File: src/rtl/tmds_pkg.sv
// Shared types and symbol constants for the TMDS lane array.
// The TERC4 table is only referenced when TERC4_EN is defined.
package tmds_pkg;

  typedef enum logic [1:0] {
    ModeCtl    = 2'b00,
    ModeVideo  = 2'b01,
    ModeGuard  = 2'b10,
    ModeIsland = 2'b11
  } tmds_mode_e;

  // Control tokens indexed by the 2-bit control value.
  localparam logic [3:0][9:0] CtlToken = {
    10'b1010101011,  // 11
    10'b0101010100,  // 10
    10'b0010101011,  // 01
    10'b1101010100   // 00
  };

  // Guard-band symbols: lanes with index mod 3 in {0,2}, and index mod 3 == 1.
  localparam logic [9:0] GuardSym02 = 10'b1011001100;
  localparam logic [9:0] GuardSym1  = 10'b0100110011;

  // HDMI TERC4 codes indexed by the data-island nibble.
  localparam logic [15:0][9:0] Terc4Table = {
    10'b1011000011,  // 15
    10'b0101100011,  // 14
    10'b1001110001,  // 13
    10'b1010001110,  // 12
    10'b1011000110,  // 11
    10'b0110011100,  // 10
    10'b0100111001,  // 9
    10'b1011001100,  // 8
    10'b0100111100,  // 7
    10'b0110001110,  // 6
    10'b0100011110,  // 5
    10'b0101110001,  // 4
    10'b1011100010,  // 3
    10'b1011100100,  // 2
    10'b1001100011,  // 1
    10'b1010011100   // 0
  };

  function automatic logic [3:0] count_ones(input logic [7:0] v);
    logic [3:0] n;
    n = '0;
    for (int i = 0; i < 8; i++) begin
      n = n + {3'b000, v[i]};
    end
    return n;
  endfunction

endpackage

File: src/rtl/tmds_lane.sv
// One TMDS lane: capture, transition-minimising stage, DC-balancing stage
// and serializer. All pipeline stages advance only on the symbol strobe.
// TERC4_EN: when defined, data-island mode emits TERC4 codes.
module tmds_lane
  import tmds_pkg::*;
#(
  parameter int unsigned SER_W    = 10,
  parameter int unsigned LANE_IDX = 0
) (
  input  logic             clk,
  input  logic             rst,
  input  logic             strobe,
  input  tmds_mode_e       mode,
  input  logic [7:0]       data,
  input  logic [1:0]       ctl,
  input  logic [3:0]       terc,
  output logic [SER_W-1:0] tmds
);

  tmds_mode_e        cap_mode_q;
  logic [7:0]        cap_data_q;
  logic [1:0]        cap_ctl_q;
  logic [3:0]        cap_terc_q;

  logic              s1_video_q;
  logic [8:0]        s1_qm_q;
  logic [9:0]        s1_sym_q;

  logic [9:0]        s2_sym_q;
  logic signed [5:0] cnt_q;

  logic [9:0]        ser_q;

  logic [3:0]        n1_d;
  logic              use_xnor;
  logic [8:0]        qm_d;
  logic [9:0]        fix_sym_d;

  logic [3:0]        n1_m;
  logic signed [5:0] diff;
  logic [9:0]        s2_sym_d;
  logic signed [5:0] cnt_d;

  // Capture stage; the top already substitutes the injected control symbol.
  always_ff @(posedge clk or posedge rst) begin
    if (rst) begin
      cap_mode_q <= ModeCtl;
      cap_data_q <= '0;
      cap_ctl_q  <= 2'b00;
    end else if (strobe) begin
      cap_mode_q <= mode;
      cap_data_q <= data;
      cap_ctl_q  <= ctl;
    end
  end

`ifdef TERC4_EN
  // Data-island nibble capture.
  always_ff @(posedge clk or posedge rst) begin
    if (rst) begin
      cap_terc_q <= '0;
    end else if (strobe) begin
      cap_terc_q <= terc;
    end
  end
`else
  assign cap_terc_q = '0;
  logic unused_terc;
  assign unused_terc = ^{terc, cap_terc_q};
`endif

  // Transition-minimisation: XNOR chain for dense bytes, XOR otherwise.
  always_comb begin
    qm_d     = '0;
    n1_d     = count_ones(cap_data_q);
    use_xnor = (n1_d > 4'd4) || ((n1_d == 4'd4) && !cap_data_q[0]);
    qm_d[0]  = cap_data_q[0];
    for (int i = 1; i < 8; i++) begin
      qm_d[i] = use_xnor ? ~(qm_d[i-1] ^ cap_data_q[i]) : (qm_d[i-1] ^ cap_data_q[i]);
    end
    qm_d[8] = ~use_xnor;
  end

  // Fixed symbol for every non-video mode, resolved one stage early.
  always_comb begin
    fix_sym_d = CtlToken[cap_ctl_q];
    case (cap_mode_q)
      ModeGuard:  fix_sym_d = ((LANE_IDX % 3) == 1) ? GuardSym1 : GuardSym02;
`ifdef TERC4_EN
      ModeIsland: fix_sym_d = Terc4Table[cap_terc_q];
`endif
      default:    ;
    endcase
  end

  // Stage 1 register.
  always_ff @(posedge clk or posedge rst) begin
    if (rst) begin
      s1_video_q <= 1'b0;
      s1_qm_q    <= '0;
      s1_sym_q   <= CtlToken[0];
    end else if (strobe) begin
      s1_video_q <= (cap_mode_q == ModeVideo);
      s1_qm_q    <= qm_d;
      s1_sym_q   <= fix_sym_d;
    end
  end

  // DC balancing; diff is N1-N0 of q_m[7:0]. Non-video symbols zero the disparity.
  always_comb begin
    n1_m     = count_ones(s1_qm_q[7:0]);
    diff     = $signed({1'b0, n1_m, 1'b0}) - 6'sd8;
    s2_sym_d = s1_sym_q;
    cnt_d    = '0;
    if (s1_video_q) begin
      if ((cnt_q == '0) || (diff == '0)) begin
        s2_sym_d = {~s1_qm_q[8], s1_qm_q[8], s1_qm_q[8] ? s1_qm_q[7:0] : ~s1_qm_q[7:0]};
        cnt_d    = s1_qm_q[8] ? (cnt_q + diff) : (cnt_q - diff);
      end else if ((!cnt_q[5] && !diff[5]) || (cnt_q[5] && diff[5])) begin
        s2_sym_d = {1'b1, s1_qm_q[8], ~s1_qm_q[7:0]};
        cnt_d    = cnt_q + (s1_qm_q[8] ? 6'sd2 : 6'sd0) - diff;
      end else begin
        s2_sym_d = {1'b0, s1_qm_q[8], s1_qm_q[7:0]};
        cnt_d    = cnt_q - (s1_qm_q[8] ? 6'sd0 : 6'sd2) + diff;
      end
    end
  end

  // Stage 2 register with running disparity.
  always_ff @(posedge clk or posedge rst) begin
    if (rst) begin
      s2_sym_q <= CtlToken[0];
      cnt_q    <= '0;
    end else if (strobe) begin
      s2_sym_q <= s2_sym_d;
      cnt_q    <= cnt_d;
    end
  end

  // Serializer: load on strobe, otherwise shift LSB-first.
  always_ff @(posedge clk or posedge rst) begin
    if (rst) begin
      ser_q <= '0;
    end else if (strobe) begin
      ser_q <= s2_sym_q;
    end else begin
      ser_q <= ser_q >> SER_W;
    end
  end

  assign tmds = ser_q[SER_W-1:0];

endmodule

File: src/rtl/tmds_lane_array.sv
// Array of TMDS lanes sharing a symbol-phase counter, handshake and
// underflow tracking. TERC4_EN: when defined, data-island mode emits TERC4.
module tmds_lane_array
  import tmds_pkg::*;
#(
  parameter int unsigned NUM_LANES = 3,
  parameter int unsigned SER_W     = 10
) (
  input  logic                       clk,
  input  logic                       rst,
  input  logic                       in_valid,
  output logic                       in_ready,
  input  logic [1:0]                 in_mode,
  input  logic [NUM_LANES*8-1:0]     in_data,
  input  logic [NUM_LANES*2-1:0]     in_ctl,
  input  logic [NUM_LANES*4-1:0]     in_terc,
  input  logic                       clr_underflow,
  output logic [NUM_LANES*SER_W-1:0] tmds_out,
  output logic                       sym_strobe,
  output logic                       underflow
);

  localparam int unsigned PhaseMax = 10 / SER_W - 1;

  logic [3:0] phase_q;
  logic       armed_q;
  logic       underflow_q;
  logic       uf_set;
  tmds_mode_e eff_mode;

  // Symbol-phase counter.
  always_ff @(posedge clk or posedge rst) begin
    if (rst) begin
      phase_q <= '0;
    end else begin
      phase_q <= (phase_q == PhaseMax[3:0]) ? '0 : phase_q + 4'd1;
    end
  end

  assign sym_strobe = (phase_q == '0);
  assign in_ready   = sym_strobe;

  // A missing symbol only counts as underflow once the source has started.
  assign uf_set = sym_strobe && !in_valid && armed_q;

  // Armed flag and sticky underflow; a new underflow beats a clear.
  always_ff @(posedge clk or posedge rst) begin
    if (rst) begin
      armed_q     <= 1'b0;
      underflow_q <= 1'b0;
    end else begin
      if (sym_strobe && in_valid) begin
        armed_q <= 1'b1;
      end
      if (uf_set) begin
        underflow_q <= 1'b1;
      end else if (clr_underflow) begin
        underflow_q <= 1'b0;
      end
    end
  end

  assign underflow = underflow_q;
  assign eff_mode  = in_valid ? tmds_mode_e'(in_mode) : ModeCtl;

  for (genvar i = 0; i < NUM_LANES; i++) begin : gen_lane
    tmds_lane #(
      .SER_W    (SER_W),
      .LANE_IDX (i)
    ) u_lane (
      .clk    (clk),
      .rst    (rst),
      .strobe (sym_strobe),
      .mode   (eff_mode),
      .data   (in_data[8*i +: 8]),
      .ctl    (in_valid ? in_ctl[2*i +: 2] : 2'b00),
      .terc   (in_terc[4*i +: 4]),
      .tmds   (tmds_out[i*SER_W +: SER_W])
    );
  end

endmodule

File: config.mk
export PLATFORM = sky130hd
export DESIGN_NAME = tmds_lane_array
export DESIGN_NICKNAME = d
export VERILOG_FILES = /design/src/rtl/tmds_pkg.sv /design/src/rtl/tmds_lane.sv /design/src/rtl/tmds_lane_array.sv
export SDC_FILE = /design/constraint.sdc
export NUM_CORES = 1
export LEC_CHECK = 0
export ABC_CLOCK_PERIOD_IN_PS = 8000
export CAP_MARGIN = 40
export CORE_MARGIN = 1.5
export CORE_UTILIZATION = 57
export CTS_BUF_LIST = sky130_fd_sc_hd__clkbuf_8 sky130_fd_sc_hd__clkbuf_16
export CTS_CLUSTER_DIAMETER = 150
export DETAILED_ROUTE_END_ITERATION = 12
export GPL_TIMING_DRIVEN = 0
export HOLD_SLACK_MARGIN = 0.06
export MAX_ROUTING_LAYER = met4
export PLACE_DENSITY_LB_ADDON = 0.3
export SLEW_MARGIN = 20
export SYNTH_ARGS = -nofsm -noshare
export SYNTH_HDL_FRONTEND = slang
export SYNTH_SLANG_ARGS = --single-unit
File: constraint.sdc
create_clock -name clk -period 8 [get_ports clk]
set_clock_uncertainty 0.2 [all_clocks]
set_input_delay 2.4 -clock clk [delete_from_list [all_inputs] [get_ports clk]]
set_output_delay 2.4 -clock clk [all_outputs]
set_load 0.01 [all_outputs]
==> impl_metrics.tcl, run 1 <==
set metrics [dict create \
    coreArea_sq_um 16600 \
    port_buffers 67 \
    final_cells 1304 \
    min_path_type "register to register" \
    hp-start "armed_q" \
    dr_total_vias 6995 \
    cts_tree "built" \
    slew_viol_final 0 \
    hold_buffers 0 \
    hold_slack_ns 0.265 \
    rsz0062_at_grt "no" \
    ys_ff_latch 156 \
    drc 0 \
    num_antenna_cells 0 \
    place_hpwl_um 15800 \
    finalCriticalPeriod_ns 5.67 \
    worstSetupPathType "register to primary output" \
    grt_pass1_vias 6964 \
    wl_per_cell_um 15.9 \
    placed_area_sq_um 10800 \
    syn_nets 1154 \
    yosysMostFrequentCell "nand2_1" \
    grtUsageTotal_pct 25.9 \
    syn_to_final_growth_pct 16.1 \
    cts_resized 0 \
    r2r-start "gen_lane[0].u_lane.s1_qm_q[0]" \
    syn-instance-count 984 \
    yosysTopAreaCell "dfrtp_1" \
    cts_made_buffers 17 \
    cts_setup_buffers 0 \
    clock_path_buffers 2 \
    synth_seq_area_share_pct 40.3 \
    avgSynthCellArea_sq_um 9.93 \
    globalRouteOverflowTotal 0 \
    nNetsFinal 1241 \
    synth_top_area_share_pct 33.8 \
    drt_pass1_iterations 5 \
    hold_violations 0 \
    synth-edff-count 0 \
    slew_headroom_pct 54.1 \
    cts_max_level 4 \
    synth.distinct_cells 40 \
    syn-cell-area_sq_um 9770 \
    rr_endpoint "gen_lane[0].u_lane.cnt_q[5]" \
    antenna_found_initial 0 \
    yosys_warnings 0 \
    multi_input_comb_area_sq_um 5250 \
    cts_root_buf "clkbuf_16" \
    synthTopCellsByArea "dfrtp_1, ha_1, fa_1" \
    crit_required_ns 5.40 \
    synth_flop_cell "dfrtp_1" \
    fin_setup_tns_ns 0 \
    ios 81 \
    setup_viol 0 \
    cts_sinks 156 \
    min_path_cells 1 \
    gp_congestion 0.837 \
    clk_pin_slew_ns 0.06 \
    drive_gt1_share_pct 7.75 \
    design_area_sq_um 11300 \
    ys_top_cells_by_count "nand2_1, dfrtp_1, inv_1, ha_1, xnor2_1" \
    ant_nets 0 \
    clk_latency_ns 0.43 \
    tightest_slew_ns 0.689 \
    end_kind "primary output" \
    status "completed" \
    die_h_um 134 \
    drt_wl_total_um 20800 \
    reg2reg_depth 17 \
    placedCellCount 1272 \
    via_per_inst 5.36 \
    grt_pass1_wl_um 35300 \
    drt_iter0_drc 613 \
    worst_setup_path_start_kind "register" \
    period_share_pct 70.8 \
    rrSetupSlack_ns 2.89 \
    max-cap-violations 0 \
    initial_utilization_pct 58.7 \
    dieArea_sq_um 17900 \
    hold-path-endpoint "armed_q" \
    cp.arrival_ns 3.07 \
    seq_area_sq_um 3930 \
    die_w_um 134 \
    crit_fanout 11 \
    synthArstFlopShare_pct 100 \
    fill_cells 1262 \
    grt_max_degree 83 \
    std_cell_rows 47 \
    max_clock_freq_mhz 177 \
]
-- cell families after synthesis --
kind of cell    Yosys count  synth area share, %
xor+xnor                101                 9.63
mux                      18                 2.23
simple gates            239                 11.4
fa+ha+maj               122                 18.6
flops                   156                 40.3
buf+inv                 151                 6.03
compound gates          197                 11.8
-- layer usage --
| metal | GRT usage [%] | vias up | part of all wire, % |
|---|---|---|---|
| met5 | - | - | 0 |
| li1 | - | 3390 | - |
| met1 | 36.4 | 3422 | 46 |
| met3 | 3.85 | 18 | 4.2 |
| met4 | 6.10 | 0 | 0.94 |
| met2 | 40.3 | 165 | 48 |
-- critical path, stage by stage (launching register included) --
cell             delay, ns
dfrtp_1               0.42
inv_1                 0.08
ha_1                  0.20
nand2_1               0.28
inv_2                 0.18
clkbuf_1              0.34
buf_2                 0.42
buf_4                 0.18
clkdlybuf4s50_1       0.52
-- per-stage QoR --
stage               utilization, %  setup slack [ns]
finish                        68.2              2.33
global route                  68.2              2.12
CTS                           68.2              2.31
detailed placement            64.6              2.80
global placement              64.4            -0.789
floorplan                        -              1.23
-- how the worst max path moves through the flow --
stage / depth (start not counted) / startpoint / end / slack [ns]
final: 8 / phase_q[0] / sym_strobe / 2.33
after global routing: 8 / phase_q[0] / sym_strobe / 2.12
after CTS: 8 / phase_q[0] / sym_strobe / 2.31
after detailed placement: 7 / phase_q[2] / sym_strobe / 2.80
after global placement: 2 / rst / gen_lane[0].u_lane.cap_data_q[3] / -0.79
after floorplan: 1 / rst / armed_q / 1.23
-- flip-flops by register name, indices dropped and copies added (netlist names) --
signal and flops:
gen_lane.u_lane.cap_mode_q 2, underflow 1, gen_lane.u_lane.s1_video_q 1, phase_q 4
gen_lane.u_lane.cnt_q 15, gen_lane.u_lane.s1_sym_q 15, gen_lane.u_lane.tmds 30, gen_lane.u_lane.cap_ctl_q 6
gen_lane.u_lane.s1_qm_q 27, gen_lane.u_lane.cap_data_q 24, armed_q 1, gen_lane.u_lane.s2_sym_q 30
-- cell type report --
cell class	instances	share of cell area, %
Multi-Input combinational cell	677	46.3
Sequential cell	156	34.7
Timing Repair Buffer	68	6.15
Clock buffer	19	3.99
Inverter	111	3.74
Tap cell	220	2.43
Buffer	40	1.52
Clock inverter	13	1.25
-- layout by cell type (no fill, tap or decap), drive strengths merged, types with 4 or more instances in the layout --
cell type	synthesis	layout
a21o	19	19
a21oi	61	61
and3	30	30
buf	15	16
clkbuf	25	44
clkdlybuf4s50	0	67
clkinvlp	0	4
dfrtp	132	132
dfstp	24	24
fa	39	39
ha	83	83
inv	111	115
mux2i	18	18
nand2	153	153
nand3	9	9
nor2	17	17
nor2b	14	14
nor3b	6	6
o21ai	88	88
o22ai	9	9
o32ai	4	4
xnor2	76	76
xor2	25	25
Power of run 1 is not shown: default switching activity piles up to over one toggle a cycle in this logic, so the estimate is an artifact.
==> run 2, diff against run 1 <==
ABC_CLOCK_PERIOD_IN_PS = 5350   (was 8000)
clock period = 5.35 ns   (was 8 ns; I/O delays follow)
==> impl_metrics.tcl, run 2 (synthesized netlist as in run 1, its figures left out) <==
set metrics [dict create \
    status "completed" \
    slew_headroom_pct 55.0 \
    cts_sinks 156 \
    max_clock_freq_mhz 196 \
    clk_pin_slew_ns 0.06 \
    finalCriticalPeriod_ns 5.10 \
    worst_setup_path_start_kind "register" \
    cts_root_buf "clkbuf_16" \
    cts_made_buffers 17 \
    via_per_inst 5.38 \
    dpl_worst_slack_ns 0.258 \
    cts_setup_buffers 0 \
    rsz0062_at_grt "no" \
    dr_total_vias 7039 \
    slew_viol_final 0 \
    routed.top_layer "met4" \
    grt_pass1_vias 7091 \
    num_antenna_cells 0 \
    period_share_pct 95.3 \
    wl_per_cell_um 16.3 \
    wl_met1_um 10000 \
    die_w_um 134 \
    place_hpwl_um 16100 \
    port_buffers 67 \
    fill_cells 1231 \
    dieArea_sq_um 17900 \
    tightest_slew_ns 0.675 \
    ios 81 \
    hold-path-endpoint "gen_lane[1].u_lane.s2_sym_q[4]" \
    setup_ws_ns 0.252 \
    clock_path_buffers 2 \
    syn_to_final_growth_pct 17.6 \
    grt_max_degree 34 \
    crit_chain "ha_1, inv_1, fa_1, fa_1, fa_1, fa_1, xnor2_2, inv_1, ha_1, inv_1, ha_1, a21oi_4, mux2i_4, xor2_1, a21oi_1, o21ai_1" \
    crit_top_cell "fa_1" \
    hold_violations 0 \
    met3_length_um 835 \
    hp-start "gen_lane[1].u_lane.s2_sym_q[4]" \
    antenna_found_initial 0 \
    wl_met2_um 10100 \
    gp_congestion 0.855 \
    die_h_um 134 \
    drt_wl_total_um 21300 \
    end_kind "register" \
    fin_setup_tns_ns 0 \
    max-cap-violations 0 \
    coreArea_sq_um 16600 \
    rr_endpoint "gen_lane[0].u_lane.s2_sym_q[0]" \
    setup_viol 0 \
    reg2reg_depth 16 \
    cts_tree "built" \
    final_cells 1308 \
    grtUsageTotal_pct 26.3 \
    initial_utilization_pct 58.7 \
    crit_fanout 10 \
    cp.arrival_ns 5.20 \
    drive_gt1_share_pct 8.18 \
    crit_buf_inv 3 \
    r2r-start "gen_lane[0].u_lane.s1_qm_q[0]" \
    nNetsFinal 1245 \
    crit_required_ns 5.45 \
    drt_iter0_drc 530 \
    placedCellCount 1276 \
    worstSetupPathType "register to register" \
    cp_top_family "adder cells" \
    max_stage_delay_ns 0.52 \
    grt_pass1_wl_um 35700 \
    min_path_cells 2 \
    cts_max_level 4 \
    layout_common_cells "nand2_1, dfrtp_1, inv_1" \
    drt_pass1_iterations 5 \
    rrSetupSlack_ns 0.25 \
    mostFrequentLayoutCell "nand2_1" \
    drc 0 \
    clk_latency_ns 0.43 \
    min_path_type "register to register" \
    crit_path_top_delay_cell "mux2i_4" \
    ant_nets 0 \
    std_cell_rows 47 \
    globalRouteOverflowTotal 0 \
]
==> run 2: changes by cell type in the layout (fill, tap and decap cells not counted), sizes merged <==
cell    before  now
buf         16   20
bufinv       2    5
inv        115  112
==> run 2: worst reg2reg max path, stage by stage (launching register included) <==
cell     delay [ns]
dfrtp_1        0.41
ha_1           0.30
inv_1          0.08
fa_1           0.42
fa_1           0.48
fa_1           0.43
fa_1           0.45
xnor2_2        0.25
inv_1          0.10
ha_1           0.28
inv_1          0.07
ha_1           0.22
a21oi_4        0.35
mux2i_4        0.52
xor2_1         0.13
a21oi_1        0.20
o21ai_1        0.08
==> run 2: cell type report <==
| class | count | area, sq um | area share, % |
|---|---|---|---|
| Multi-Input combinational cell | 677 | 5260 | 45.8 |
| Sequential cell | 156 | 3930 | 34.2 |
| Timing Repair Buffer | 72 | 778 | 6.77 |
| Clock buffer | 19 | 453 | 3.94 |
| Inverter | 111 | 420 | 3.66 |
| Tap cell | 220 | 275 | 2.40 |
| Clock inverter | 13 | 199 | 1.73 |
| Buffer | 40 | 173 | 1.50 |
==> run 2: worst max path at each step <==
| stage | depth (start not counted) | slack, ns | start | to |
|---|---|---|---|---|
| after floorplan | 17 | 0.75 | gen_lane[2].u_lane.s1_qm_q[0] | gen_lane[2].u_lane.cnt_q[5] |
| after global placement | 2 | 0.30 | rst | phase_q[2] |
| after detailed placement | 17 | 0.26 | gen_lane[1].u_lane.s1_qm_q[0] | gen_lane[1].u_lane.cnt_q[5] |
| after CTS | 17 | 0.14 | gen_lane[0].u_lane.s1_qm_q[0] | gen_lane[0].u_lane.cnt_q[5] |
| after global routing | 17 | 0.01 | gen_lane[1].u_lane.s1_qm_q[0] | gen_lane[1].u_lane.cnt_q[5] |
| final | 16 | 0.25 | gen_lane[0].u_lane.s1_qm_q[0] | gen_lane[0].u_lane.s2_sym_q[0] |
==> run 2: per-stage QoR <==
stage / cell area (sq um) / hold WS, ns / util (%)
floorplan: 9780 / 0.228 / -
global placement: 10700 / 0.244 / 64.4
detailed placement: 10800 / 0.250 / 65.1
CTS: 11500 / 0.264 / 69.0
global route: 11500 / 0.278 / 69.0
finish: 11500 / 0.262 / 69.0
==> run 2: metal layers <==
layer	vias to the layer above	GRT usage, %
met5	-	-
met4	0	7.13
met1	3441	35.8
li1	3394	-
met3	24	4.27
met2	180	41.1
==> run 2: what timing repair did <==
action | 4_1_cts | 5_1_grt
setup endpoints to repair | 0 | 1
hold buffers | 0 | 0
gates resized for setup | 0 | 1
Power of run 2 is left out for the same reason.
==> run 3, diff against run 2 <==
CORE_UTILIZATION = 59   (was 57)
==> impl_metrics.tcl, run 3 (synthesized netlist as in run 1, its figures left out) <==
set metrics [dict create \
    dr_total_vias 7091 \
    cts_resized 0 \
    hold_violations 0 \
    drt_wl_total_um 21500 \
    hold_buffers 0 \
    period_share_pct 95.2 \
    std_cell_rows 46 \
    finalCriticalPeriod_ns 5.09 \
    antenna_found_initial 0 \
    syn_to_final_growth_pct 17.3 \
    worst_setup_path_start_kind "register" \
    die_h_um 132 \
    ant_nets 0 \
    crit_fanout 6 \
    r2r-start "gen_lane[0].u_lane.s1_qm_q[1]" \
    ios 81 \
    grt_max_degree 36 \
    via_per_inst 5.44 \
    coreArea_sq_um 16100 \
    max_clock_freq_mhz 196 \
    grt_pass1_vias 7107 \
    place_hpwl_um 16000 \
    dieArea_sq_um 17300 \
    setup_viol 0 \
    crit_start "gen_lane[0].u_lane.s1_qm_q[1]" \
    die_w_um 132 \
    clk_latency_ns 0.44 \
    cts_tree "built" \
    grtUsageTotal_pct 27.1 \
    port_buffers 67 \
    cp.arrival_ns 5.22 \
    fin_setup_tns_ns 0 \
    layout_common_cells "nand2_1, dfrtp_1, inv_1" \
    cts_sinks 156 \
    num_antenna_cells 0 \
    worstSetupPathType "register to register" \
    max-cap-violations 0 \
    mostFrequentLayoutCell "nand2_1" \
    nNetsFinal 1244 \
    clock_path_buffers 2 \
    rrSetupSlack_ns 0.26 \
    globalRouteOverflowTotal 0 \
    drive_gt1_share_pct 8.28 \
    min_path_cells 2 \
    drt_iter0_drc 542 \
    grt_pass1_wl_um 35800 \
    wl_per_cell_um 16.5 \
    rr_endpoint "gen_lane[0].u_lane.cnt_q[4]" \
    cts_max_level 4 \
    cts_root_buf "clkbuf_16" \
    slew_headroom_pct 50.8 \
    reg2reg_depth 16 \
    drt_pass1_iterations 5 \
    end_kind "register" \
    slew_viol_final 0 \
    cts_made_buffers 17 \
    hp-start "gen_lane[0].u_lane.s1_sym_q[9]" \
    min_path_type "register to register" \
    crit_required_ns 5.48 \
    hold-path-endpoint "gen_lane[0].u_lane.s1_sym_q[9]" \
    clk_pin_slew_ns 0.07 \
    status "completed" \
    initial_utilization_pct 60.9 \
    cts_setup_buffers 0 \
    tightest_slew_ns 0.738 \
    rsz0062_at_grt "no" \
    gp_congestion 0.851 \
    drc 0 \
]
[run 3: changes by cell type in the layout (fill, tap and decap cells not counted), moves of 2 or more]
cell and delta:
clkinv_4 +2, clkinvlp_4 -2, inv_1 -2, inv_6 +2
[run 3: area by class of cell]
type,count,area [sq um]
Clock inverter,14,216
Inverter,111,420
Sequential cell,156,3930
Multi-Input combinational cell,677,5260
Clock buffer,18,439
Timing Repair Buffer,71,751
Buffer,40,173
Fill cell,1123,4600
Tap cell,216,270
[run 3: layer usage]
| metal | up-vias | wire (um) | global-route usage [%] |
|---|---|---|---|
| li1 | 3395 | - | - |
| met1 | 3471 | 9560 | 35.3 |
| met2 | 192 | 10400 | 43.0 |
| met3 | 33 | 1140 | 6.40 |
| met4 | 0 | 383 | 7.16 |
| met5 | - | 0 | - |
[run 3: worst max path at each step]
stage	endpoint	slack, ns	cells past startpoint
after global placement	gen_lane[0].u_lane.tmds[3]	0.31	2
after floorplan	gen_lane[2].u_lane.cnt_q[5]	0.75	17
after detailed placement	gen_lane[2].u_lane.cnt_q[5]	0.24	17
after global routing	gen_lane[0].u_lane.cnt_q[4]	0.04	16
after CTS	gen_lane[2].u_lane.cnt_q[5]	0.23	17
final	gen_lane[0].u_lane.cnt_q[4]	0.26	16
[run 3: worst max-delay path, cell delays in order (launching register included)]
cell and delay [ns]:
dfrtp_1 0.43, ha_1 0.29, inv_1 0.04, fa_1 0.53
fa_1 0.44, fa_1 0.42, fa_1 0.40, xnor2_1 0.47
ha_1 0.33, inv_1 0.13, ha_1 0.25, inv_1 0.08
ha_1 0.25, xnor2_1 0.19, nand2_1 0.08, o211a_1 0.16
o32ai_1 0.29
[run 3: metrics by stage]
step	setup WS (ns)	hold WS, ns	utilization (%)	instances	area, sq um
2_1_floorplan	0.752	0.228	-	984	9780
3_3_place_gp	0.306	0.242	66.7	1267	10700
3_5_place_dp	0.237	0.256	67.2	1271	10800
4_1_cts	0.230	0.265	71.3	1303	11500
5_1_grt	0.0415	0.283	71.4	1303	11500
6_report	0.256	0.263	71.4	1303	11500
Power of run 3 is left out for the same reason.
